===== config.mk =====
export PLATFORM = sky130hd
export DESIGN_NAME = bram_arbiter
export DESIGN_NICKNAME = d
export VERILOG_FILES = /design/src/rtl/leg_bus_pkg.sv /design/src/rtl/arb_starve_cnt.sv /design/src/rtl/bram_arbiter.sv
export SDC_FILE = /design/constraint.sdc
export NUM_CORES = 1
export LEC_CHECK = 0
export CORE_AREA = 10 10 108 110
export CTS_CLUSTER_DIAMETER = 60
export CTS_CLUSTER_SIZE = 8
export DETAILED_ROUTE_END_ITERATION = 16
export DIE_AREA = 0 0 118 120
export PLACE_DENSITY = 0.72
export SYNTH_ARGS = -nofsm -noshare
export SYNTH_HDL_FRONTEND = slang
export SYNTH_SLANG_ARGS = --single-unit

===== constraint.sdc =====
create_clock -name clk -period 6.04 [get_ports clk]
set_input_delay 1.208 -clock clk [delete_from_list [all_inputs] [get_ports clk]]
set_output_delay 1.208 -clock clk [all_outputs]
set_load 0.1 [all_outputs]

===== src/rtl/leg_bus_pkg.sv =====
// -----------------------------------------------------------------------------
// leg_bus_pkg
//
// Purpose : Shared types for the memory bus between memmap, the BRAM arbiter
//           and secondary masters (boot loader, UART DMA).
//
// Contents:
//   BUS_ADDR_W / BUS_DATA_W : widest address/data carried in the structs below
//   DEFAULT_MAX_WAIT        : default starvation limit for arbiters
//   mem_req_t               : one requester's access (req, addr, write, wdata)
//   mem_rsp_t               : one requester's read return (rvalid, rdata)
// -----------------------------------------------------------------------------
package leg_bus_pkg;

    localparam int unsigned BUS_ADDR_W       = 32;
    localparam int unsigned BUS_DATA_W       = 32;
    localparam int unsigned DEFAULT_MAX_WAIT = 4;

    typedef struct packed {
        logic                  req;
        logic [BUS_ADDR_W-1:0] addr;
        logic                  write;
        logic [BUS_DATA_W-1:0] wdata;
    } mem_req_t;

    typedef struct packed {
        logic                  rvalid;
        logic [BUS_DATA_W-1:0] rdata;
    } mem_rsp_t;

endpackage


===== src/rtl/arb_starve_cnt.sv =====
// -----------------------------------------------------------------------------
// arb_starve_cnt
//
// Purpose : 8-bit saturating "cycles denied" counter used by arbiters to force
//           a grant to a low-priority requester after MAX_COUNT lost cycles.
//           Clear has priority over increment.
//
// Ports:
//   clk    in   system clock
//   rst    in   synchronous, active-high reset (count -> 0)
//   i_inc  in   requester was denied this cycle
//   i_clr  in   requester was granted or is idle this cycle
//   o_sat  out  count has reached MAX_COUNT
//
// Parameters:
//   MAX_COUNT : saturation value, legal range 1..255
// -----------------------------------------------------------------------------
module arb_starve_cnt
    import leg_bus_pkg::*;
#(
    parameter int unsigned MAX_COUNT = DEFAULT_MAX_WAIT
) (
    input  logic clk,
    input  logic rst,
    input  logic i_inc,
    input  logic i_clr,
    output logic o_sat
);

    localparam logic [7:0] MaxCnt = 8'(MAX_COUNT);

    if (MAX_COUNT < 1 || MAX_COUNT > 255) begin : g_bad_max
        $error("arb_starve_cnt: MAX_COUNT must be in 1..255");
    end

    logic [7:0] r_cnt;
    logic [7:0] w_cnt_next;

    always_comb begin
        w_cnt_next = r_cnt;
        if (i_clr) begin
            w_cnt_next = 8'd0;
        end else if (i_inc && (r_cnt < MaxCnt)) begin
            w_cnt_next = r_cnt + 8'd1;
        end
    end

    always_ff @(posedge clk) begin
        if (rst) begin
            r_cnt <= 8'd0;
        end else begin
            r_cnt <= w_cnt_next;
        end
    end

    assign o_sat = (r_cnt >= MaxCnt);

endmodule


===== src/rtl/bram_arbiter.sv =====
// -----------------------------------------------------------------------------
// bram_arbiter
//
// Purpose : Shares one single-port BRAM between port 0 (CPU path from memmap)
//           and port 1 (boot loader / UART DMA). Port 0 has fixed priority;
//           after MAX_WAIT consecutive denied cycles port 1 is force-granted.
//           The granted access goes to the BRAM in the same cycle and read
//           data comes back one cycle later with a per-port valid strobe.
//
// Parameters:
//   DATA_WIDTH : data word width (<= leg_bus_pkg::BUS_DATA_W)
//   ADDR_WIDTH : address width   (<= leg_bus_pkg::BUS_ADDR_W)
//   MAX_WAIT   : denied cycles before port 1 is forced, 1..255
//
// Ports:
//   clk, rst                     clock, synchronous active-high reset
//   mX_req/addr/write/wdata      requester X access (X = 0, 1)
//   mX_gnt                       access taken this cycle (combinational)
//   mX_rvalid/rdata              read return, one cycle after a granted read
//   m1_lock                      (BRAM_ARBITER_LOCK_EN only) keep port 1 owning
//                                the BRAM across consecutive beats
//   bram_addr/write/data_in      to the BRAM; all zero when nothing is granted
//   bram_data_out                from the BRAM, 1-cycle read latency
//
// Build option:
//   BRAM_ARBITER_LOCK_EN : adds m1_lock and the lock state bit.
// -----------------------------------------------------------------------------
module bram_arbiter
    import leg_bus_pkg::*;
#(
    parameter int unsigned DATA_WIDTH = 32,
    parameter int unsigned ADDR_WIDTH = 32,
    parameter int unsigned MAX_WAIT   = DEFAULT_MAX_WAIT
) (
    input  logic                  clk,
    input  logic                  rst,

    input  logic                  m0_req,
    input  logic [ADDR_WIDTH-1:0] m0_addr,
    input  logic                  m0_write,
    input  logic [DATA_WIDTH-1:0] m0_wdata,
    output logic                  m0_gnt,
    output logic                  m0_rvalid,
    output logic [DATA_WIDTH-1:0] m0_rdata,

    input  logic                  m1_req,
    input  logic [ADDR_WIDTH-1:0] m1_addr,
    input  logic                  m1_write,
    input  logic [DATA_WIDTH-1:0] m1_wdata,
`ifdef BRAM_ARBITER_LOCK_EN
    input  logic                  m1_lock,
`endif
    output logic                  m1_gnt,
    output logic                  m1_rvalid,
    output logic [DATA_WIDTH-1:0] m1_rdata,

    output logic [ADDR_WIDTH-1:0] bram_addr,
    output logic                  bram_write,
    output logic [DATA_WIDTH-1:0] bram_data_in,
    input  logic [DATA_WIDTH-1:0] bram_data_out
);

    if (ADDR_WIDTH > BUS_ADDR_W || DATA_WIDTH > BUS_DATA_W) begin : g_bad_width
        $error("bram_arbiter: ADDR_WIDTH/DATA_WIDTH exceed leg_bus_pkg bus widths");
    end

    mem_req_t w_m0;
    mem_req_t w_m1;
    mem_req_t w_sel;
    mem_rsp_t w_rsp0;
    mem_rsp_t w_rsp1;

    logic w_gnt0;
    logic w_gnt1;
    logic w_sat;
    logic w_locked;
    logic w_cnt_inc;
    logic w_cnt_clr;

    logic rpend_q;
    logic rsel_q;

    // -------------------------------------------------------------------------
    // Requests into bus structs
    // -------------------------------------------------------------------------
    always_comb begin
        w_m0       = '0;
        w_m0.req   = m0_req;
        w_m0.addr  = BUS_ADDR_W'(m0_addr);
        w_m0.write = m0_write;
        w_m0.wdata = BUS_DATA_W'(m0_wdata);

        w_m1       = '0;
        w_m1.req   = m1_req;
        w_m1.addr  = BUS_ADDR_W'(m1_addr);
        w_m1.write = m1_write;
        w_m1.wdata = BUS_DATA_W'(m1_wdata);
    end

    // -------------------------------------------------------------------------
    // Optional port 1 lock
    // -------------------------------------------------------------------------
`ifdef BRAM_ARBITER_LOCK_EN
    logic lock_q;
    logic w_lock_next;

    always_comb begin
        w_lock_next = lock_q;
        if (!m1_req) begin
            w_lock_next = 1'b0;
        end else if (w_gnt1) begin
            w_lock_next = m1_lock;
        end
    end

    always_ff @(posedge clk) begin
        if (rst) begin
            lock_q <= 1'b0;
        end else begin
            lock_q <= w_lock_next;
        end
    end

    assign w_locked = lock_q;
`else
    assign w_locked = 1'b0;
`endif

    // -------------------------------------------------------------------------
    // Grant: port 0 priority, starvation override, lock override.
    // Not gated by rst on purpose: grants track req even during reset.
    // -------------------------------------------------------------------------
    always_comb begin
        w_gnt0 = 1'b0;
        w_gnt1 = 1'b0;
        if (w_locked) begin
            w_gnt1 = m1_req;
        end else if (m1_req && (w_sat || !m0_req)) begin
            w_gnt1 = 1'b1;
        end else begin
            w_gnt0 = m0_req;
        end
    end

    assign m0_gnt = w_gnt0;
    assign m1_gnt = w_gnt1;

    // Counter is parked at zero while port 1 holds the lock.
    assign w_cnt_inc = m1_req && !w_gnt1 && !w_locked;
    assign w_cnt_clr = w_gnt1 || !m1_req || w_locked;

    arb_starve_cnt #(
        .MAX_COUNT (MAX_WAIT)
    ) u_starve_cnt (
        .clk   (clk),
        .rst   (rst),
        .i_inc (w_cnt_inc),
        .i_clr (w_cnt_clr),
        .o_sat (w_sat)
    );

    // -------------------------------------------------------------------------
    // BRAM mux; an all-zero struct when idle keeps the BRAM bus quiet.
    // -------------------------------------------------------------------------
    always_comb begin
        w_sel = '0;
        if (w_gnt0) begin
            w_sel = w_m0;
        end else if (w_gnt1) begin
            w_sel = w_m1;
        end
    end

    assign bram_addr    = ADDR_WIDTH'(w_sel.addr);
    assign bram_write   = w_sel.write;
    assign bram_data_in = DATA_WIDTH'(w_sel.wdata);

    // -------------------------------------------------------------------------
    // Read return tracking: one outstanding read per cycle, so a single
    // pending bit plus owner is enough to pipeline alternating reads.
    // -------------------------------------------------------------------------
    always_ff @(posedge clk) begin
        if (rst) begin
            rpend_q <= 1'b0;
            rsel_q  <= 1'b0;
        end else begin
            rpend_q <= w_sel.req && !w_sel.write;
            rsel_q  <= w_gnt1;
        end
    end

    always_comb begin
        w_rsp0        = '0;
        w_rsp1        = '0;
        w_rsp0.rvalid = rpend_q && !rsel_q;
        w_rsp1.rvalid = rpend_q && rsel_q;
        if (w_rsp0.rvalid) begin
            w_rsp0.rdata = BUS_DATA_W'(bram_data_out);
        end
        if (w_rsp1.rvalid) begin
            w_rsp1.rdata = BUS_DATA_W'(bram_data_out);
        end
    end

    assign m0_rvalid = w_rsp0.rvalid;
    assign m0_rdata  = DATA_WIDTH'(w_rsp0.rdata);
    assign m1_rvalid = w_rsp1.rvalid;
    assign m1_rdata  = DATA_WIDTH'(w_rsp1.rdata);

endmodule


==> impl_metrics.json, run 1 <==
{
  "cts_hold_buf": 0,
  "peakVddDrop_v": 0.0001447,
  "design_area_um2": 4918,
  "via_count": 3552,
  "ys_warn_count": 0,
  "grt_use_total_pct": 18.35,
  "cts_tree": "yes",
  "synth_cell_type_count": 28,
  "fin_crit_sh_pct": 79.48,
  "drv_slew": 0,
  "numCtsBuffers": 3,
  "finalSetupViolCount": 0,
  "rows": 36,
  "die_area_um2": 14160,
  "drt-pass1-iter-count": 4,
  "grt_pass1_vias": 3678,
  "synthFlopType": "dfxtp_1",
  "crit_path_cell_trace": "buf_2 -> or4b_4 -> o21ai_4 -> inv_2 -> o21ai_0 -> buf_12",
  "synthCells": 337,
  "grt_max_degree": 70,
  "slew_headroom_pct": 29.32,
  "fin_skew_ps": 2.054,
  "clock-sinks": 10,
  "cts.clk_slew.worst_paths_ps": 50,
  "outcome": "finished clean",
  "yosysTopAreaCell": "o211ai_1",
  "ant_nets": 0,
  "min_to": "u_starve_cnt.r_cnt[0]",
  "netlist_area_um2": 2044,
  "die_y_um": 120,
  "path_delay_family": "buffers and inverters",
  "cp_num_buf_inv": 3,
  "worst_r2r_path_depth": 3,
  "reg2reg_to": "rpend_q",
  "cts_resized": 0,
  "fmax_mhz": 208.3,
  "crit_cells": 6,
  "drive_gt1_share_pct": 13.62,
  "cts-root-buf": "clkbuf_8",
  "hold_path.class": "flip-flop to flip-flop",
  "p_leak_uw": 0.001988,
  "synth_area_leaders": "o211ai_1 (24%), o21ai_1 (12%), nand2_1 (12%)",
  "grt_pass1_wl_um": 21430,
  "dpl.cell_count": 731,
  "antenna_found_initial": 0,
  "synth-async-reset-ratio_pct": 0,
  "clockBufferDepth": 2,
  "holdPathStages": 1,
  "synth_most_common_cell": "nand2_1",
  "clk_latency_ps": 230,
  "avgSynthCellArea_um2": 6.067,
  "synth-seq-cells": 10,
  "synth.top_cells.by_count": "nand2_1 (65), o211ai_1 (64), o21ai_1 (49)",
  "slowest_delay_ps": 760,
  "r2r_slack_ps": 4240,
  "grt.overflow.total": 0,
  "cts_setup_buffers": 0,
  "path_class": "input port to primary output",
  "io_buffers": 298,
  "hold_viol": 0,
  "instances_no_fill": 735,
  "floorplan.initialDensity_pct": 21.41,
  "synth_edf_count": 0,
  "rsz0062_at_grt": "no",
  "diodes": 0,
  "worst_ep_required_time_ps": 4830,
  "design.core.area_um2": 9549,
  "tightest_slew_ps": 1060,
  "final_nets": 771,
  "ios": 299,
  "synth.yosys.seq_area_share_pct": 9.792,
  "arrival_ps": 3590,
  "drtIter0Drc": 191,
  "dieWidth_um": 118,
  "yosys.area.top_type_share_pct": 23.50,
  "crit_path_start_kind": "input port",
  "final.setup.tns_ps": 0,
  "place_hpwl_um": 11720,
  "syn2layout_area_growth_pct": 140.6,
  "wire_per_inst_um": 19.31,
  "pwr_density_cell_nw_per_um2": 164.6,
  "drc_errors": 0,
  "worstHoldStart": "u_starve_cnt.r_cnt[0]",
  "htree_levels": 1,
  "drt-total-wl_um": 14190,
  "worst-path-max-fanout": 65,
  "r2r-start": "u_starve_cnt.r_cnt[2]",
  "critPathCaptureType": "primary output",
  "gp_congestion": 0.8836,
  "postPlaceCellArea_um2": 4863,
  "maxCapViolCount": 0,
  "slowest_stage": "inv_2",
  "post-route-min-period_ps": 4801,
  "vias_per_cell": 4.833
}
[layout by cell type (no fill, tap or decap), drive strengths merged]
master | synthesis | routed
clkdlybuf4s50 | 0 | 229
buf | 20 | 73
nand2 | 65 | 65
o21ai | 65 | 65
o211ai | 64 | 64
and2 | 34 | 34
and3 | 32 | 32
dfxtp | 10 | 10
conb | 1 | 5
nor2 | 4 | 4
clkbuf | 25 | 4
inv | 4 | 4
ha | 2 | 2
or4b | 1 | 1
or3 | 1 | 1
nor4b | 1 | 1
nor3 | 1 | 1
a21oi | 1 | 1
a31o | 1 | 1
nor2b | 1 | 1
nand4b | 1 | 1
xnor2 | 1 | 1
o21bai | 1 | 1
a311oi | 1 | 1
[routing by layer]
metal | GRT usage [%] | up-vias | wire length (um) | part of all wire, %
li1 | - | 1739 | - | -
met1 | 19.23 | 1606 | 5361 | 38
met2 | 34.14 | 199 | 7238 | 51
met3 | 6.798 | 8 | 1416 | 10
met4 | 4.250 | 0 | 173 | 1.2
met5 | 0 | - | 0 | 0
[through the flow]
step	util [%]	hold WS, ps	setup WS, ps	total power, uW
CTS	51.51	448.5	1251	816.9
global placement	50.93	426.3	1297	730.0
global route	51.51	460.2	1045	843.8
detailed placement	50.93	438.4	1263	733.0
floorplan	-	417.3	476.5	519.9
finish	51.51	446.6	1239	809.6
[power breakdown]
part	leakage [uW]	switching [uW]	internal (uW)
Sequential	0.0000830	6.67	68.9
Clock	0.0000288	24.0	57.1
Combinational	0.00188	462	191
[worst max path at each step]
| stage | to | slack (ps) | start |
|---|---|---|---|
| final | bram_data_in[4] | 1240 | m0_req |
| after global routing | bram_data_in[4] | 1040 | m0_req |
| after CTS | bram_data_in[4] | 1250 | m0_req |
| after detailed placement | bram_data_in[7] | 1260 | m0_req |
| after global placement | bram_data_in[7] | 1300 | m0_req |
| after floorplan | bram_data_in[10] | 480 | m0_req |
[kinds of logic after synthesis]
kind of cell	share of synthesized area, %
AO/OA/AOI/OAI	41.43
XOR/XNOR	0.4285
adder cells (fa/ha/maj)	1.224
buffers and inverters	11.69
flip-flops	9.792
other	0.1834
AND/OR/NAND/NOR	35.25
[registers in the layout (all words and copies together) (netlist names)]
register / flops
rpend_q: 1
rsel_q: 1
u_starve_cnt.r_cnt: 8
[final cells by class]
| class | instances | area, um^2 |
|---|---|---|
| Clock buffer | 4 | 55.05 |
| Fill cell | 983 | 4631 |
| Inverter | 4 | 15.01 |
| Tap cell | 133 | 166.4 |
| Timing Repair Buffer | 302 | 2860 |
| Multi-Input combinational cell | 282 | 1622 |
| Sequential cell | 10 | 200.2 |
No activity file was read; power rests on OpenSTA's default activity.
==> run 2: changes to the inputs <==
- CORE_AREA: 10 10 108 110 -> unset
- CORE_MARGIN: unset -> 10
- CORE_UTILIZATION: unset -> 22
- DIE_AREA: 0 0 118 120 -> unset
- PLACE_DENSITY: 0.72 -> 0.76
- clock period: 6.04 -> 4 ns (I/O delays scaled with it)
==> run 2 against run 1 <==
Effect of this change:
- first-iteration DRC count down 4.2%
- hold slack worse by 3.3 ps
- combinational power up 79%
- core utilization up 11 points
- clock power up 23%
- critical path type unchanged
- largest power group unchanged
==> impl_metrics.json, run 2 (synthesis gave the netlist of run 1 again) <==
{
  "outcome": "finished clean",
  "largest_register": "u_starve_cnt.r_cnt",
  "cts_tree": "yes",
  "hold_path.class": "flip-flop to flip-flop",
  "reg.largest.list": "u_starve_cnt.r_cnt x8, rpend_q x1, rsel_q x1",
  "maxCapViolCount": 0,
  "drv_slew": 0,
  "design_area_um2": 5744,
  "fin_skew_ps": 4.885,
  "fin_crit_sh_pct": 86.49,
  "htree_levels": 1,
  "final_nets": 774,
  "clk_latency_ps": 230,
  "worst-path-max-fanout": 58,
  "crit_path_start_kind": "input port",
  "grt_pass1_vias": 3718,
  "rsz0062_at_grt": "no",
  "hold_viol": 0,
  "dpl.cell_count": 712,
  "path_class": "input port to primary output",
  "io_buffers": 298,
  "cts.clk_slew.worst_paths_ps": 40,
  "slowest_stage": "or4b_4",
  "rows": 35,
  "arrival_ps": 2660,
  "drc_errors": 0,
  "die_y_um": 116.4,
  "vias_per_cell": 4.990,
  "ant_nets": 0,
  "antenna_found_initial": 0,
  "numCtsBuffers": 3,
  "cts_resized": 0,
  "cts_hold_buf": 0,
  "design.core.area_um2": 9153,
  "clock-sinks": 10,
  "cts_setup_buffers": 0,
  "finalHoldWorstSlack_ps": 443.3,
  "place_hpwl_um": 12040,
  "layout_commonest_cell": "clkdlybuf4s50_1",
  "drt-total-wl_um": 14470,
  "clockBufferDepth": 2,
  "fin_ws_ps": 540.5,
  "fmax_mhz": 289.1,
  "p_leak_uw": 0.002457,
  "path_delay_family": "buffers and inverters",
  "wire_per_inst_um": 20.23,
  "critPathMostFrequentCell": "buf_12",
  "grt_pass1_wl_um": 20870,
  "crit_path_cell_trace": "buf_2 -> or4b_4 -> o21ai_4 -> inv_2 -> buf_12 -> o21ai_0 -> buf_12",
  "grt.overflow.total": 0,
  "syn2layout_area_growth_pct": 181.0,
  "floorplan.initialDensity_pct": 22.34,
  "slowest_delay_ps": 480,
  "slew_headroom_pct": 43.76,
  "critPathCaptureType": "primary output",
  "drive_gt1_share_pct": 32.95,
  "cp_num_buf_inv": 4,
  "dieWidth_um": 116.4,
  "finalSetupViolCount": 0,
  "instances_no_fill": 715,
  "dpl_worst_slack_ps": 567.9,
  "cts-root-buf": "clkbuf_8",
  "peakVddDrop_v": 0.0001182,
  "tightest_slew_ps": 842.5,
  "ios": 299,
  "grt_use_total_pct": 19.57,
  "grt_max_degree": 70,
  "pwr_density_cell_nw_per_um2": 240.6,
  "die_area_um2": 13550,
  "largest_reg_flops": 8,
  "gp_congestion": 0.8262,
  "via_count": 3568,
  "post-route-min-period_ps": 3460,
  "postPlaceCellArea_um2": 5703,
  "worst_ep_required_time_ps": 3200,
  "drtIter0Drc": 183,
  "final_cell_mix": "clkdlybuf4s50_1 (163), buf_4 (72), buf_12 (68)",
  "diodes": 0,
  "drt-pass1-iter-count": 4
}
[run 2: path summary, 6_finish.rpt]
path	start	slack, ps	to	depth (start not counted)
worst max-delay path	m0_req	540	bram_data_in[6]	7
worst max register to register	u_starve_cnt.r_cnt[2]	2630	rpend_q	3
worst min-delay path	u_starve_cnt.r_cnt[0]	440	u_starve_cnt.r_cnt[0]	1
worst min register to register	u_starve_cnt.r_cnt[0]	440	u_starve_cnt.r_cnt[0]	1
[run 2: final cells by class]
class	instances	area, um^2
clock buffers	3	41.29
fillers	754	3408
inverters	4	15.01
multi-input cells	282	1805
flip-flops and latches	10	200.2
well taps	111	138.9
repair buffers	305	3543
[run 2: per-layer routing]
metal  up-vias  part of all wire [%]  GRT usage [%]
met3        26                    11          8.577
li1       1751                     -              -
met2       194                    53          35.67
met4         0                   3.0          6.672
met1      1597                    33          19.31
met5         -                     0              0
[run 2: stage by stage]
stage	setup TNS [ps]	utilization (%)	total power (uW)
2_1_floorplan	-7475	-	810.6
3_3_place_gp	0	62.31	1279
3_5_place_dp	0	62.31	1288
4_1_cts	0	62.76	1390
5_1_grt	0	62.76	1432
6_report	0	62.76	1382
[run 2: power breakdown]
group	internal (uW)	switching [uW]
combinational	420	751
clock	65.5	34.7
sequential	104	6.47
